==> config.mk <==
export PLATFORM = sky130hd
export DESIGN_NAME = colour_frame_ctrl_flat
export DESIGN_NICKNAME = d
export VERILOG_FILES = /design/src/rtl/colour_frame_ctrl_if.sv /design/src/rtl/colour_frame_ctrl.sv /design/src/flat_wrapper.sv
export SDC_FILE = /design/constraint.sdc
export NUM_CORES = 1
export LEC_CHECK = 0
export BUFFER_PORTS_ARGS = -buffer_cell sky130_fd_sc_hd__buf_2
export CORE_ASPECT_RATIO = 0.5
export CORE_UTILIZATION = 52
export DETAILED_ROUTE_END_ITERATION = 8
export PLACE_DENSITY = 0.79
export SYNTH_ARGS = -nofsm -noshare
export SYNTH_HDL_FRONTEND = slang
export SYNTH_SLANG_ARGS = --single-unit
export TNS_END_PERCENT = 5
==> constraint.sdc <==
create_clock -name clk -period 2.4 [get_ports clk]
set_input_delay 0.12 -clock clk [delete_from_list [all_inputs] [get_ports clk]]
set_output_delay 0.12 -clock clk [all_outputs]
set_load 0.05 [all_outputs]
==> src/rtl/colour_frame_ctrl_if.sv <==
// Signal bundle between the colour frame controller and its surroundings
// (detector count path, threshold return path, motion-logic flag).
interface colour_frame_ctrl_if;
  // No backpressure anywhere: sop qualifies red_pixels for exactly one cycle and
  // count_valid qualifies last_count for exactly one cycle; both are pulses.
  logic        enable;
  logic        sop;
  logic [16:0] red_pixels;
  logic        auto_en;
  logic [3:0]  thresh_manual;
  logic [3:0]  upper_thresh;
  logic        red_detected;
  logic        count_valid;
  logic [16:0] last_count;
  logic [7:0]  frame_cnt;
  logic [1:0]  fsm_state;

  modport master (
    output enable, sop, red_pixels, auto_en, thresh_manual,
    input  upper_thresh, red_detected, count_valid, last_count, frame_cnt, fsm_state
  );

  modport slave (
    input  enable, sop, red_pixels, auto_en, thresh_manual,
    output upper_thresh, red_detected, count_valid, last_count, frame_cnt, fsm_state
  );
endinterface

==> src/rtl/colour_frame_ctrl.sv <==
// Frame-level controller: samples the red pixel count at each start-of-frame,
// debounces red_detected with hysteresis and steps the detector threshold on frame boundaries.
module colour_frame_ctrl #(
  parameter logic [16:0] HI_COUNT    = 17'd2000,
  parameter logic [16:0] LO_COUNT    = 17'd800,
  parameter int          N_CONFIRM   = 3,
  parameter logic [16:0] SAT_COUNT   = 17'd30000,
  parameter logic [16:0] MIN_COUNT   = 17'd200,
  parameter logic [3:0]  THRESH_MIN  = 4'd6,
  parameter logic [3:0]  THRESH_INIT = 4'd10
) (
  input logic               clk,
  input logic               reset,
  colour_frame_ctrl_if.slave bus
);

  typedef enum logic [1:0] {
    IDLE    = 2'd0,
    SYNC    = 2'd1,
    MEASURE = 2'd2,
    EVAL    = 2'd3
  } state_t;

  localparam logic [2:0] CONFIRM = 3'(N_CONFIRM);

  state_t      state;
  logic [3:0]  upper_thresh;
  logic [3:0]  pending;
  logic [3:0]  pend_auto;
  logic        red_detected;
  logic        count_valid;
  logic [16:0] last_count;
  logic [7:0]  frame_cnt;
  logic [2:0]  hit_run;
  logic [2:0]  miss_run;
  logic [2:0]  hit_inc;
  logic [2:0]  miss_inc;
  logic        is_hit;
  logic        is_miss;

  assign is_hit   = (last_count >= HI_COUNT);
  assign is_miss  = (last_count < LO_COUNT);
  assign hit_inc  = (hit_run == 3'd7) ? 3'd7 : hit_run + 3'd1;
  assign miss_inc = (miss_run == 3'd7) ? 3'd7 : miss_run + 3'd1;

  // In EVAL upper_thresh always equals the value applied at the sop, so it is
  // the correct base both in steady auto mode and right after leaving manual mode.
  always_comb begin
    pend_auto = upper_thresh;
    if (last_count > SAT_COUNT && upper_thresh != 4'd15)
      pend_auto = upper_thresh + 4'd1;
    else if (last_count < MIN_COUNT && upper_thresh > THRESH_MIN)
      pend_auto = upper_thresh - 4'd1;
  end

  always_ff @(posedge clk or posedge reset) begin
    if (reset) begin
      state        <= IDLE;
      upper_thresh <= THRESH_INIT;
      pending      <= THRESH_INIT;
      red_detected <= 1'b0;
      count_valid  <= 1'b0;
      last_count   <= 17'd0;
      frame_cnt    <= 8'd0;
      hit_run      <= 3'd0;
      miss_run     <= 3'd0;
    end else begin
      count_valid <= 1'b0;
      if (!bus.auto_en)
        pending <= bus.thresh_manual;
      if (!bus.enable) begin
        state    <= IDLE;
        hit_run  <= 3'd0;
        miss_run <= 3'd0;
      end else begin
        case (state)
          IDLE: state <= SYNC;
          SYNC: begin
            if (bus.sop) begin
              upper_thresh <= pending;
              state        <= MEASURE;
            end
          end
          MEASURE: begin
            if (bus.sop) begin
              last_count   <= bus.red_pixels;
              upper_thresh <= pending;
              state        <= EVAL;
            end
          end
          EVAL: begin
            count_valid <= 1'b1;
            frame_cnt   <= frame_cnt + 8'd1;
            if (is_hit) begin
              hit_run  <= hit_inc;
              miss_run <= 3'd0;
              if (hit_inc == CONFIRM)
                red_detected <= 1'b1;
            end else if (is_miss) begin
              miss_run <= miss_inc;
              hit_run  <= 3'd0;
              if (miss_inc == CONFIRM)
                red_detected <= 1'b0;
            end else begin
              hit_run  <= 3'd0;
              miss_run <= 3'd0;
            end
            if (bus.auto_en)
              pending <= pend_auto;
            state <= MEASURE;
          end
          default: state <= IDLE;
        endcase
      end
    end
  end

  assign bus.upper_thresh = upper_thresh;
  assign bus.red_detected = red_detected;
  assign bus.count_valid  = count_valid;
  assign bus.last_count   = last_count;
  assign bus.frame_cnt    = frame_cnt;
  assign bus.fsm_state    = state;

endmodule

==> src/flat_wrapper.sv <==
// flat-port wrapper written by rule: the top's interface ports become plain ports
module colour_frame_ctrl_flat 
#(
  parameter logic [16:0] HI_COUNT    = 17'd2000,
  parameter logic [16:0] LO_COUNT    = 17'd800,
  parameter int          N_CONFIRM   = 3,
  parameter logic [16:0] SAT_COUNT   = 17'd30000,
  parameter logic [16:0] MIN_COUNT   = 17'd200,
  parameter logic [3:0]  THRESH_MIN  = 4'd6,
  parameter logic [3:0]  THRESH_INIT = 4'd10
)
  (clk, reset, bus_enable, bus_sop, bus_red_pixels, bus_auto_en, bus_thresh_manual, bus_upper_thresh, bus_red_detected, bus_count_valid, bus_last_count, bus_frame_cnt, bus_fsm_state);
  colour_frame_ctrl_if bus_i ();
  input logic clk;
  input logic reset;
  input wire logic [$bits(bus_i.enable)-1:0] bus_enable;
  input wire logic [$bits(bus_i.sop)-1:0] bus_sop;
  input wire logic [$bits(bus_i.red_pixels)-1:0] bus_red_pixels;
  input wire logic [$bits(bus_i.auto_en)-1:0] bus_auto_en;
  input wire logic [$bits(bus_i.thresh_manual)-1:0] bus_thresh_manual;
  output wire logic [$bits(bus_i.upper_thresh)-1:0] bus_upper_thresh;
  output wire logic [$bits(bus_i.red_detected)-1:0] bus_red_detected;
  output wire logic [$bits(bus_i.count_valid)-1:0] bus_count_valid;
  output wire logic [$bits(bus_i.last_count)-1:0] bus_last_count;
  output wire logic [$bits(bus_i.frame_cnt)-1:0] bus_frame_cnt;
  output wire logic [$bits(bus_i.fsm_state)-1:0] bus_fsm_state;
  assign bus_i.enable = bus_enable;
  assign bus_i.sop = bus_sop;
  assign bus_i.red_pixels = bus_red_pixels;
  assign bus_i.auto_en = bus_auto_en;
  assign bus_i.thresh_manual = bus_thresh_manual;
  assign bus_upper_thresh = bus_i.upper_thresh;
  assign bus_red_detected = bus_i.red_detected;
  assign bus_count_valid = bus_i.count_valid;
  assign bus_last_count = bus_i.last_count;
  assign bus_frame_cnt = bus_i.frame_cnt;
  assign bus_fsm_state = bus_i.fsm_state;
  colour_frame_ctrl #(.HI_COUNT(HI_COUNT), .LO_COUNT(LO_COUNT), .N_CONFIRM(N_CONFIRM), .SAT_COUNT(SAT_COUNT), .MIN_COUNT(MIN_COUNT), .THRESH_MIN(THRESH_MIN), .THRESH_INIT(THRESH_INIT)) u_core (.clk(clk), .reset(reset), .bus(bus_i));
endmodule
# Word-level counts from Yosys, hierarchy flattened
# Cells that the tools add are included.
# W data, S select, Z words.
word_totals:
  register_bits: 43
  inputBits: 26
  output_inout_bits: 33
op_classes:
  add_sub_neg: 5
  order_cmp: 5
  eq_ne: 12
  mux: 25
  n_reduce_logical: 11
ops:
  columns: ["op", "n"]
  rows:
  - ["$mux W3", 9]
  - ["$mux W4", 6]
  - ["$ge A17 B11 Y1 const B", 1]
  - ["$gt A17 B15 Y1 const B", 1]
  - ["$lt A17 B10 Y1 const B", 1]
  - ["$lt A17 B8 Y1 const B", 1]
  - ["$add A8 B1 Y8 const B", 1]
  - ["$pmux W2 S4", 1]
  - ["$add A3 B1 Y3 const B", 2]
  - ["$eq A3 B2 Y1 const B", 2]
  - ["$eq A3 B3 Y1 const B", 2]
  - ["$mux W1", 6]
  - ["$mux W2", 3]
  - ["$ne A3 B3 Y1 const B", 2]
  - ["$reduce_and A3 Y1", 2]
  - ["$reduce_and A5 Y1", 1]
  - ["$add A4 B1 Y4 const B", 1]
  - ["$eq A2 B2 Y1 const B", 2]
  - ["$gt A4 B3 Y1 const B", 1]
  - ["$ne A4 B4 Y1 const B", 1]
  - ["$reduce_and A2 Y1", 2]
  - ["$reduce_bool A2 Y1", 2]
  - ["$sub A4 B1 Y4 const B", 1]
  - ["$eq A2 B1 Y1 const B", 1]
  - ["5 further kinds", 6]

# Longest topological paths before layout
logic_depth:
  ltp_word: 7
  depth_mapped: 8
  ltp_nobuf: 7

# Least setup slack after synthesis
# No wires, ideal clock.
synth_path:
  path_type: "flip-flop to flip-flop"
  from: "register u_core.upper_thresh[0] (netlist: u_core.bus.upper_thresh[0])"
  to: "register u_core.pending[1]"
  setup_time_ns: 0.087
  t_arrival_ns: 1.967
  slack_ns: 0.346
  stages_incl_launch_ff: 8
  path_buffers: 0
  period_less_slack_ns: 2.054
  path_cell_list: "dfrtp_1 -> inv_1 -> ha_1 -> and3b_1 -> o21ai_2 -> or3_4 -> a221oi_2 -> nand3_1"
synth_via:
  elab_chain_len: 7
  elab_cells_between_ends: 11
synth_lines:
  columns: ["item", "line_no", "text"]
  rows:
  - ["from (decl)", "colour_frame_ctrl.sv:27", "logic [3:0] upper_thresh;"]
  - ["from (signal assigned)", "colour_frame_ctrl.sv:80", "upper_thresh <= pending;"]
  - ["from (signal assigned)", "colour_frame_ctrl.sv:87", "upper_thresh <= pending;"]
  - ["$gt A4 B3 Y1", "colour_frame_ctrl.sv:52", "else if (last_count < MIN_COUNT && upper_thresh > THRESH_MIN)"]
  - ["$logic_and A1 B1 Y1", "colour_frame_ctrl.sv:52", null]
  - ["$mux W4", "colour_frame_ctrl.sv:52", null]
  - ["$mux W4 (*)", "colour_frame_ctrl.sv:50", "if (last_count > SAT_COUNT && upper_thresh != 4'd15)"]
  - ["$mux W4 (*)", "colour_frame_ctrl.sv:108", "if (bus.auto_en)"]
  - ["$mux W4 (*)", "colour_frame_ctrl.sv:76", "case (state)"]
  - ["$mux W4 (*)", "colour_frame_ctrl.sv:71", "if (!bus.enable) begin"]
  - ["to (signal assigned)", "colour_frame_ctrl.sv:70", "pending <= bus.thresh_manual;"]
  - ["to (signal assigned)", "colour_frame_ctrl.sv:109", "pending <= pend_auto;"]
  - ["to (decl)", "colour_frame_ctrl.sv:28", "logic [3:0] pending;"]
# Mark *: on every way between the ends. The rest lies on a longest branch, timed or not.
# A chain may end at the register's enable or synchronous reset.

# Worst setup path after layout
# Ends and elaborated chain as after synthesis.

==> metrics.yaml <==
outcome: "finished clean"
critPathMaxFanout: 8
clock-root-buffer: "sky130_fd_sc_hd__clkbuf_8"
period_share_pct: 79.4
hold-path-cell-count: 2
cp_num_buf_inv: 1
register_cell_area_after_layout_um2: 1080
insertedDiodeCount: 0
min_to: "u_core.bus.last_count[10]"
design_area_um2: 2670
timing.final.crit_period_ns: 1.91
n_fill_cell: 345
grt_pass1_wl_um: 6850
htreeDepth: 2
headroom_to_the_max_slew_limit_pct: 64.0
critical_path_arrival_ns: 2.14
timing_max_transition_violations_final: 0
design.die.area_um2: 4560
io_pins: 59
hold_viol: 0
core_rows: 16
max_cap_violations: 0
synth.top_cells.by_area: "sky130_fd_sc_hd__dfrtp_1 44%, sky130_fd_sc_hd__mux2_2 11%, sky130_fd_sc_hd__ha_1 5.6%, sky130_fd_sc_hd__dfstp_2 4.7%, sky130_fd_sc_hd__nand2_1 2.5%"
setup_fix_buffers_added_after_clock_tree_synthesis: 0
p_switching_mw: 1.87
yosys.cell_types.count: 48
first_global_vias: 1461
postSynthCellCount: 199
power.share.switching_pct: 51.6
synth-warning-count: 0
grt.busiest_layer: "met2"
grt_start_max_net_pins: 44
dpl.cell_count: 308
core_um2: 4000
tritoncts: "done"
peakVddDrop_v: 0.00104
synthesis.area_um2: 2220
combinationalPowerShare_pct: 50.4
grt_overflow_total: 0
synth_top_flop_cell: "sky130_fd_sc_hd__dfrtp_1"
sequential_cell_area_fraction_in_the_yosys_report_pct: 48.6
dp_slack_ns: 0.521
num_vias: 1728
placed_area_um2: 2560
drc: 0
groute.layer.met1.usage_pct: 28.2
intPower_mw: 1.75
initial_antenna_violation_count: 0
setup_violations: 0
r2r_setup_slack_ns: 0.49
crit_path_cell_trace: "inv_1 > ha_1 > and3b_1 > o21ai_2 > or3_4 > a221oi_2 > nand3_1"
crit_path_max_incr_delay_ns: 0.50
finalCoreUtilization_pct: 66.6
max_freq_mhz: 525
launch_instance_of_the_worst_register_to_register_path: "u_core.bus.upper_thresh[0]"
worst-setup-path-type: "register to register"
routed_wl_um: 4510
hpwl_um: 3330
startpoint_of_the_worst_setup_timing_path: "u_core.bus.upper_thresh[0]"
hold_path_startpoint: "bus_red_pixels[10]"
timing.critical_path.required_ns: 2.63
postSynthRegisterBits: 43
routed_via_density: 5.45
die_w_um: 94.5
yosysTopAreaCell: "sky130_fd_sc_hd__dfrtp_1"
crit_reg_reg_endpoint: "u_core.pending[1]"
worst_pin_slew_ns: 0.540
synth_area_per_cell_um2: 11.2
multi_input_comb_area_um2: 1070
synth_common_cells: "39 x sky130_fd_sc_hd__dfrtp_1, 22 x sky130_fd_sc_hd__mux2_2, 15 x sky130_fd_sc_hd__nand2_1, 11 x sky130_fd_sc_hd__nand3_1"
num-nets-final: 298
clkLatencyLatePin_ns: 0.31
starting_density_of_the_core_pct: 55.6
cts_hold_buffers: 1
synthMostInstantiatedCell: "sky130_fd_sc_hd__dfrtp_1"
crit_path_end_kind: "register"
setup_total_negative_slack_ns: 0
worstHoldPathType: "primary input to register"
timing.critical_path.slowest_stage_cell: "sky130_fd_sc_hd__dfrtp_1"
drt_iter0_drc: 67
synth_nets: 235
setup_repair_after_global_routing_missed_its_margin: "no"
total_leakage_power_nw: 1.29
groute.usage.overall_pct: 20.6
asyncSetResetFlopFracSynth_pct: 100
cts_buffer_depth: 2
power.share.clock_pct: 13.2
numClockSinks: 43
synth.top_cell.area_share_pct: 43.9
detail_route.first_pass.iterations: 4
synth_edf_count: 0
path_delay_family: "simple AND/OR/NAND/NOR gates"
numPortBuffers: 58
areaGrowthSynthToFinish_pct: 19.9
pwr_density_cell_nw_per_um2: 1360
met2_demand_to_capacity_share_in_global_routing_pct: 33.3
drtAntennaViolNets: 0
seq_power_share_pct: 36.4
final_setup_slack_of_the_worst_path_ns: 0.495
place.gp.congestion: 0.847
rr_worst_depth: 7
cp-start-kind: "register"
grt.met3_usage_pct: 4.21
post_route_non_filler_standard_cell_count: 317
dieHeight_um: 48.3
cts.repair.resized: 0
cts_inserted_buffers: 5
worst_setup_hold_path_clk_slew_ns: 0.09
drt-wirelength-per-cell_um: 14.2
layout_cells_sized_above_1_pct: 39.9
timing.clock.skew_ns: 0.00996
[power groups by stage]
stage               Sequential, mW  Combinational [mW]  Clock [mW]
CTS                           1.32                1.83       0.485
global route                  1.37                1.94       0.510
floorplan                     2.02               0.690           0
global placement              1.30                1.80           0
finish                        1.32                1.83       0.478
detailed placement            1.33                1.82           0
[cell families (layout without fill, tap and decap cells)]
kind of cell	after synthesis	count (layout)	synth area share [%]
AO/OA/AOI/OAI	37	37	11.6
XOR/XNOR	9	9	3.54
adder cells (fa/ha/maj)	10	10	5.62
buffers and inverters	15	79	3.21
flip-flops	43	43	48.6
multiplexers	23	23	11.6
AND/OR/NAND/NOR	62	62	15.9
[sequential cells by signal, summed over array words and instances, names as in the netlist]
signal / cells
u_core.bus.count_valid: 1
u_core.bus.red_detected: 1
u_core.hit_run: 3
u_core.pending: 4
u_core.bus.last_count: 17
u_core.bus.fsm_state: 2
u_core.bus.frame_cnt: 8
u_core.bus.upper_thresh: 4
u_core.miss_run: 3
[cells in the final DEF, fill, tap and decap left out, drive strengths merged, types with 3 or more instances in the layout]
master	instances
a21oi	8
buf	60
clkbuf	5
dfrtp	39
dfstp	4
ha	10
inv	10
mux2	22
nand2	16
nand3	11
nand4	4
nor2	10
nor3	4
nor4	3
o211ai	3
o21ai	8
or3	3
xnor2	5
xor2	4
[cell type report]
type	instances	share of cell area (%)
Timing Repair Buffer	61	11.8
Inverter	10	1.41
Clock inverter	3	0.938
Sequential cell	43	40.5
Tap cell	54	2.53
Multi-Input combinational cell	141	40.2
Clock buffer	5	2.58
[metrics by stage]
stage	hold slack, ns	power [mW]
after floorplan	0.267	2.71
after global placement	0.279	3.10
after detailed placement	0.286	3.15
after CTS	0.0449	3.63
after global routing	0.0451	3.82
final	0.0466	3.62
[layer usage]
| metal | wire length [um] | vias to the layer above | part of all wire [%] |
|---|---|---|---|
| li1 | - | 849 | - |
| met1 | 2200 | 820 | 49 |
| met2 | 2040 | 51 | 45 |
| met3 | 204 | 8 | 4.5 |
| met4 | 71 | 0 | 1.6 |
| met5 | 0 | - | 0 |
[worst max-delay path by stage]
| stage | slack (ns) | to | cells past startpoint |
|---|---|---|---|
| 5_1_grt | 0.39 | u_core.bus.red_detected | 6 |
| 3_5_place_dp | 0.52 | u_core.pending[3] | 7 |
| 2_1_floorplan | 0.35 | u_core.pending[1] | 7 |
| 4_1_cts | 0.50 | u_core.pending[3] | 7 |
| 3_3_place_gp | 0.61 | u_core.pending[1] | 7 |
| 6_report | 0.49 | u_core.pending[1] | 7 |
(Power assumes the default switching activity.)
